### src/rtl/pc_sequencer.sv
// Program-counter sequencer: issues instruction fetches, holds the fetched
// instruction for decode, and applies control-flow redirects. Redirects that
// arrive while a fetch is outstanding mark that fetch as killed so its data
// is dropped and the redirect target is fetched instead.
module pc_sequencer #(
    parameter logic [29:0] RESET_PC = 30'h0000_0C00
) (
    input  logic        clk,
    input  logic        rst_n,
    output logic        imem_req,
    output logic [29:0] imem_addr,
    input  logic        imem_ack,
    input  logic [31:0] imem_data,
    output logic        inst_valid,
    output logic [31:0] inst,
    output logic [29:0] inst_pc,
    input  logic        inst_ready,
    input  logic        redir_valid,
    input  logic [1:0]  redir_op,
    input  logic [29:0] redir_pc,
    input  logic [25:0] imm26,
    input  logic [31:0] aluout
);

    typedef enum logic [1:0] {
        ST_IDLE  = 2'd0,
        ST_FETCH = 2'd1,
        ST_HOLD  = 2'd2
    } state_t;

    state_t      state_q;
    logic [29:0] pc_q;
    logic [31:0] inst_q;
    logic [29:0] inst_pc_q;
    logic        req_q;
    logic        valid_q;
    logic        kill_q;
    logic [29:0] pend_q;

    logic [29:0] redir_tgt;
    logic        redir_go;

    // The low two bits of a register target are a byte offset within the word.
    logic unused_alu_lsbs;
    assign unused_alu_lsbs = ^aluout[1:0];

    // Redirect target selection; op 00 never counts as a redirect.
    always_comb begin
        redir_tgt = '0;
        unique case (redir_op)
            2'b01:   redir_tgt = redir_pc + 30'd1 + {{14{imm26[15]}}, imm26[15:0]};
            2'b10:   redir_tgt = {redir_pc[29:26], imm26};
            2'b11:   redir_tgt = aluout[31:2];
            default: redir_tgt = '0;
        endcase
        redir_go = redir_valid && (redir_op != 2'b00);
    end

    // Fetch/hold FSM with registered request/valid flags.
    always_ff @(posedge clk or negedge rst_n) begin
        if (!rst_n) begin
            state_q   <= ST_IDLE;
            pc_q      <= RESET_PC;
            inst_q    <= '0;
            inst_pc_q <= '0;
            req_q     <= 1'b0;
            valid_q   <= 1'b0;
            kill_q    <= 1'b0;
            pend_q    <= '0;
        end else begin
            unique case (state_q)
                ST_IDLE: begin
                    state_q <= ST_FETCH;
                    req_q   <= 1'b1;
                    valid_q <= 1'b0;
                end
                ST_FETCH: begin
                    if (imem_ack) begin
                        if (redir_go) begin
                            // Coincident redirect wins over any pending target.
                            pc_q   <= redir_tgt;
                            kill_q <= 1'b0;
                        end else if (kill_q) begin
                            pc_q   <= pend_q;
                            kill_q <= 1'b0;
                        end else begin
                            inst_q    <= imem_data;
                            inst_pc_q <= pc_q;
                            pc_q      <= pc_q + 30'd1;
                            state_q   <= ST_HOLD;
                            req_q     <= 1'b0;
                            valid_q   <= 1'b1;
                        end
                    end else if (redir_go) begin
                        // Address stays put until the outstanding fetch returns.
                        pend_q <= redir_tgt;
                        kill_q <= 1'b1;
                    end
                end
                ST_HOLD: begin
                    if (redir_go) begin
                        pc_q    <= redir_tgt;
                        state_q <= ST_FETCH;
                        req_q   <= 1'b1;
                        valid_q <= 1'b0;
                    end else if (inst_ready) begin
                        state_q <= ST_FETCH;
                        req_q   <= 1'b1;
                        valid_q <= 1'b0;
                    end
                end
                default: begin
                    state_q <= ST_IDLE;
                    req_q   <= 1'b0;
                    valid_q <= 1'b0;
                end
            endcase
        end
    end

    assign imem_req   = req_q;
    assign imem_addr  = pc_q;
    assign inst_valid = valid_q;
    assign inst       = inst_q;
    assign inst_pc    = inst_pc_q;

endmodule
### config.mk
export PLATFORM = sky130hd
export DESIGN_NAME = pc_sequencer
export DESIGN_NICKNAME = d
export VERILOG_FILES = /design/src/rtl/pc_sequencer.sv
export SDC_FILE = /design/constraint.sdc
export NUM_CORES = 1
export LEC_CHECK = 0
export CORE_MARGIN = 4
export CORE_UTILIZATION = 40
export DETAILED_ROUTE_END_ITERATION = 7
export PLACE_DENSITY = 0.68
export SKIP_CTS_REPAIR_TIMING = 1
export SLEW_MARGIN = 30
export SYNTH_ARGS = -nofsm -noshare
export SYNTH_HDL_FRONTEND = slang
export SYNTH_SLANG_ARGS = --single-unit
### constraint.sdc
create_clock -name clk -period 2.95 [get_ports clk]
set_input_delay 0.4425 -clock clk [delete_from_list [all_inputs] [get_ports clk]]
set_output_delay 0.4425 -clock clk [all_outputs]
set_load 0.02 [all_outputs]
After elaboration in Yosys (flattened, before gate mapping)
Index checks and enable logic that the tools add are counted.
{ "classes": {"addsub": 3, "n_reduce_logical": 10, "muxes": 26, "bitwise": 3, "n_eq_ne": 10} }
{ "op_table": {"columns": ["operator", "n"], "rows": [
  ["$mux W30", 4],
  ["$pmux W30 S3", 1],
  ["$add A30 B1 Y30 const B", 2],
  ["$pmux W30 S2", 1],
  ["$add A30 B30 Y30", 1],
  ["$mux W1", 12],
  ["$mux W2", 5],
  ["$ne A2 B2 Y1 const B", 4],
  ["$reduce_and A4 Y1", 2],
  ["$eq A2 B2 Y1 const B", 3],
  ["$pmux W2 S3", 1],
  ["$reduce_and A3 Y1", 2],
  ["$reduce_bool A2 Y1", 3],
  ["$eq A2 B1 Y1 const B", 2],
  ["$ne A3 B3 Y1 const B", 1],
  ["$not A1 Y1", 3],
  ["$pmux W1 S3", 1],
  ["$logic_not A2 Y1", 1],
  ["$pmux W1 S2", 1],
  ["$reduce_and A2 Y1", 1],
  ["$logic_and A1 B1 Y1", 1]
]} }
{ "totals": {"elab_cells": 60, "out_inout_bits": 94, "register_bits": 127, "inputBits": 127} }

Logic depth before layout (Yosys ltp)
Gate-level depths: netlist of the first run.
{ "logic_depth": {"word_depth": 6, "mapped_depth": 13, "ltp_nobuf": 13} }

Worst setup path before layout of the first run
Ideal clock, no wire load.
{ "synth_path": {"path_type": "input to register", "start": "in redir_pc[1]", "end": "reg pc_q[23] (netlist: imem_addr[23])", "setup_time_ns": 0.132, "t_required_ns": 2.818, "arrival_ns": 2.618, "setup_slack_ns": 0.199, "cell_stages": 10, "path_cell_list": "ha_1 -> nor2b_1 -> o2111ai_1 -> a2111o_1 -> and4b_1 -> o31ai_2 -> a21boi_2 -> xnor2_1 -> a2111oi_1 -> nor2_1"} }
{ "synth_between": {"elab_chain_cells": 6, "elab_cells_between_ends": 7, "cone_classes": "add/sub (2); mux (5)"} }
{ "synth_lines": {"columns": ["item", "line_no", "rtl"], "rows": [
  ["start: declaration", "20", "input logic [29:0] redir_pc,"],
  ["$add A30 B1 Y30 *", "51", "2'b01: redir_tgt = redir_pc + 30'd1 + {{14{imm26[15]}}, imm26[15:0]};"],
  ["$add A30 B30 Y30 *", "51", null],
  ["$pmux W30 S3 *", "50", "unique case (redir_op)"],
  ["$mux W30", "79", "if (redir_go) begin"],
  ["$mux W30", "78", "if (imem_ack) begin"],
  ["$pmux W30 S2 *", "71", "unique case (state_q)"],
  ["end signal: assignment", "81", "pc_q <= redir_tgt;"],
  ["end signal: assignment", "84", "pc_q <= pend_q;"],
  ["end signal: assignment", "89", "pc_q <= pc_q + 30'd1;"],
  ["end: declaration", "32", "logic [29:0] pc_q;"]
]} }
Mark *: on every way between the ends. The rest lies on a longest branch, timed or not. The select of a mux whose other input is x is not followed.
A chain may end at the register's enable or synchronous reset.

Final worst setup path of the first run
{ "layout_path": {"start": "in redir_pc[0]", "end": "reg pc_q[27] (netlist: imem_addr[27])"} }
Same word-level chain as after synthesis.

==> metrics.md, run 1 <==
| Metric | Value |
|---|---|
| Sequential share of power | 0.307 |
| CTS H-tree depth | 4 |
| Sw Ratio | 0.385 |
| Post-route ant nets | 0 |
| Post-synth EDFFs | 0 |
| PwrDens | approximately 900 nW/µm² |
| Status | complete, no violations |
| Skew final | about 0.0084 ns |
| Die height | between 100 and 150 µm |
| Wl on met1 | around 11000 µm |
| Clock sink count | 125 |
| Net Sw Power | between 4 and 5 mW |
| Vias in the first global route | between 7000 and 8000 |
| Met3 routed WL | around 1700 µm |
| Layout cells sized above 1 | 0.239 |
| Rows | 51 |
| TritonRoute pass-1 iters | 5 |
| Ports | between 200 and 250 |
| Drc violations | 0 |
| Mapped Area | ~8000 µm² |
| MaxCap Viol Count | 0 |
| Synthesized area per cell | 9.66 µm² |
| Placed cell area | between 10000 and 15000 µm² |
| Post-synth net total | 972 |
| Peak VDD IR | between 0.6 and 0.7 mV |
| Final Instance Area | 11900 µm² |
| Avg Vias per Cell | ~5.4 |
| Tightest Pin Transition | 0.767 ns |
| Ys async rst share | 1.00 |
| Post-layout total power | between 10 and 15 mW |
| Crit-path max FO | 3 |
| Worst skew pair latency | a little over 0.4 ns |
| GRT Util Overall | 0.223 |
| Deepest clock path buffer count | 2 |
| DRT iter0 DRCs | ~370 |
| Clk root buf | clkbuf_16 |
| Crit path capture type | flip-flop |
| NumNets Final | about 1300 |
| Synth-to-Final Area Change | 51.4% |
| Multi-input logic area | ~4700 µm² |
| DR top layer | met4 |
| Sequential area share after synthesis | 0.398 |
| Setup violations, final | 0 |
| ANT cells | 0 |
| Die area | between 20000 and 25000 µm² |
| CTS tree | yes |
| Cells after Synth | between 800 and 900 |
| Max_slew headroom | 0.484 |
| Top cells by count, synth | 123 x dfrtp_1, 86 x nor2_1, 84 x mux2_2 |
| Via count | 7498 |
| Worst path required time | approximately 3.3 ns |
| Gp weighted congestion | between 0.9 and 1 |
| Final wirelength | approximately 25000 µm |
| Pleak | ~5 nW |
| Fin. max-slew vios | 0 |
| Most frequent cell after synthesis | dfrtp_1 |
| Met2 wire length | roughly 12000 µm |
| Synth top area share | 0.392 |
| Die width | 148 µm |
| Comb pwr share | 0.496 |
| Post-DP HPWL | ~19000 µm |
| Ys Warns | 0 |
| First-pass GRT wire length | between 30000 and 40000 µm |
| Clk slew on worst S/H paths | 0.06 ns |
| Critical path class | input port to flip-flop |
| Period Utilization, post-route | 0.969 |
| Ys flop type | dfrtp_1 |
| Unique masters post-synth | 72 |
| GRT overflow | 0 |
| Min-delay worst type | input port to asynchronous set/reset pin |
| Critical Path Start Type | input port |
| Port Buffers | roughly 220 |
| Average wire per standard cell | about 18 µm |
| Internal power | around 6.5 mW |
| Clock power frac | 0.197 |
| Synth top area cells | dfrtp_1 39%, mux2_2 12%, ha_1 4.8% |
| Core box area | between 15000 and 20000 µm² |
| Initial antenna violation count | 0 |
| CTS buffer count | 17 |
| Cell taking the most area after synthesis | dfrtp_1 |
| Tmin final | 2.86 ns |
| WP data arrival | ~3.2 ns |
| Synthesized flop and latch total | roughly 130 |
| Effective utilization at floorplan | 0.405 |
| Final Hold Fails | 0 |
| FF+latch area | approximately 3100 µm² |
| Largest net degree at the start of global routing | 64 |
| Highest clock rate | 0.350 GHz |
| Fillers | approximately 1700 |
-- worst max-delay path, stage by stage --
cell and delay [ns]:
clkdlybuf4s50_1 0.47, inv_2 0.05, ha_4 0.16, nor2b_4 0.13, o2111ai_2 0.16, a2111o_1 0.49
and4b_2 0.32, nor2_4 0.10, a31o_1 0.23, xor2_1 0.16, a21oi_1 0.08, buf_4 0.15
a221oi_2 0.24
-- worst paths after layout --
kind / slack, ns / start / end / cells after the start
min in group clk: 0.43 / imm26[0] / pend_q[0]$_DFFE_PN0P_ / 3
max in group asynchronous: 2.08 / rst_n / inst_pc[29]$_DFFE_PN0P_ / 2
min: 0.09 / rst_n / inst_pc[13]$_DFFE_PN0P_ / 1
max reg2reg: 0.43 / imem_addr[0]$_DFFE_PN0P_ / imem_addr[24]$_DFFE_PN0P_ / 10
min reg2reg: 0.50 / inst_pc[11]$_DFFE_PN0P_ / inst_pc[11]$_DFFE_PN0P_ / 1
max: 0.09 / redir_pc[0] / imem_addr[27]$_DFFE_PN0P_ / 13
-- layer usage --
layer	up-vias	track usage
li1	3613	-
met3	35	0.0576
met4	0	0.0582
met2	236	0.380
met5	-	0
met1	3614	0.282
-- cell type report --
| class | instances | area share |
|---|---|---|
| Clock inverter | 13 | 0.0118 |
| Inverter | 17 | 0.00536 |
| Clock buffer | 19 | 0.0381 |
| Timing Repair Buffer | 330 | 0.261 |
| Tap cell | 265 | 0.0279 |
| Multi-Input combinational cell | 632 | 0.393 |
| Sequential cell | 125 | 0.263 |
-- through the flow --
stage / std cells / worst slack [ns] / hold WS, ns / util / TNS [ns]
final: 1401 / 0.0921 / 0.0875 / 0.613 / 0
after global routing: 1401 / -0.0635 / 0.139 / 0.613 / -0.122
after CTS: 1393 / -0.180 / 0.112 / 0.600 / -0.446
after detailed placement: 1361 / -0.598 / 0.494 / 0.570 / -12.76
after global placement: 1361 / -0.499 / 0.488 / 0.570 / -10.82
after floorplan: 814 / 0.199 / 0.147 / - / 0
-- power by group through the flow --
stage | clock network (mW) | registers [mW] | logic (mW)
floorplan | 0 | 3.92 | 2.08
global placement | 0 | 3.23 | 5.14
detailed placement | 0 | 3.27 | 5.20
CTS | 2.12 | 3.25 | 5.23
global route | 2.19 | 3.39 | 5.65
finish | 2.09 | 3.25 | 5.25
-- state kept, by name, indices dropped and copies added (netlist names) --
name,flops
inst,32
imem_addr,30
kill_q,1
pend_q,30
inst_pc,30
state_q,2
-- layout by cell type, fill, tap and decap left out, types with 7 or more instances in the layout --
cell type / instances
a21o_1: 10
a21oi_1: 65
a22oi_1: 11
and2_1: 7
and3_1: 7
buf_4: 107
clkbuf_16: 17
clkdlybuf4s50_1: 209
dfrtp_1: 122
dlymetal6s2s_1: 7
ha_1: 26
inv_1: 14
mux2_2: 84
mux2i_1: 23
nand2_1: 49
nand2b_1: 7
nand3_1: 18
nand4_1: 10
nor2_1: 84
nor3_1: 8
o211ai_1: 9
o21a_1: 11
o21ai_0: 49
o22ai_1: 10
xnor2_1: 22
xor2_1: 24
-- cell families after synthesis --
logic type      count (synthesis)  share of synthesized area
simple gates                  219                      0.133
compound gates                228                      0.186
flops                         125                      0.398
buf+inv                        57                     0.0307
mux                           108                      0.151
fa+ha+maj                      31                     0.0503
xor+xnor                       46                     0.0513
(Power assumes the default switching activity.)
==> run 2: changes to the inputs <==
--- a/config.mk
+++ b/config.mk
@@ -7,6 +7,7 @@
 export LEC_CHECK = 0
 export CORE_MARGIN = 4
 export CORE_UTILIZATION = 40
+export CTS_CLUSTER_SIZE = 28
 export DETAILED_ROUTE_END_ITERATION = 7
 export PLACE_DENSITY = 0.68
 export SKIP_CTS_REPAIR_TIMING = 1
==> results of run 2 <==
The final DEF is identical to that of run 1; final timing and power are the same.
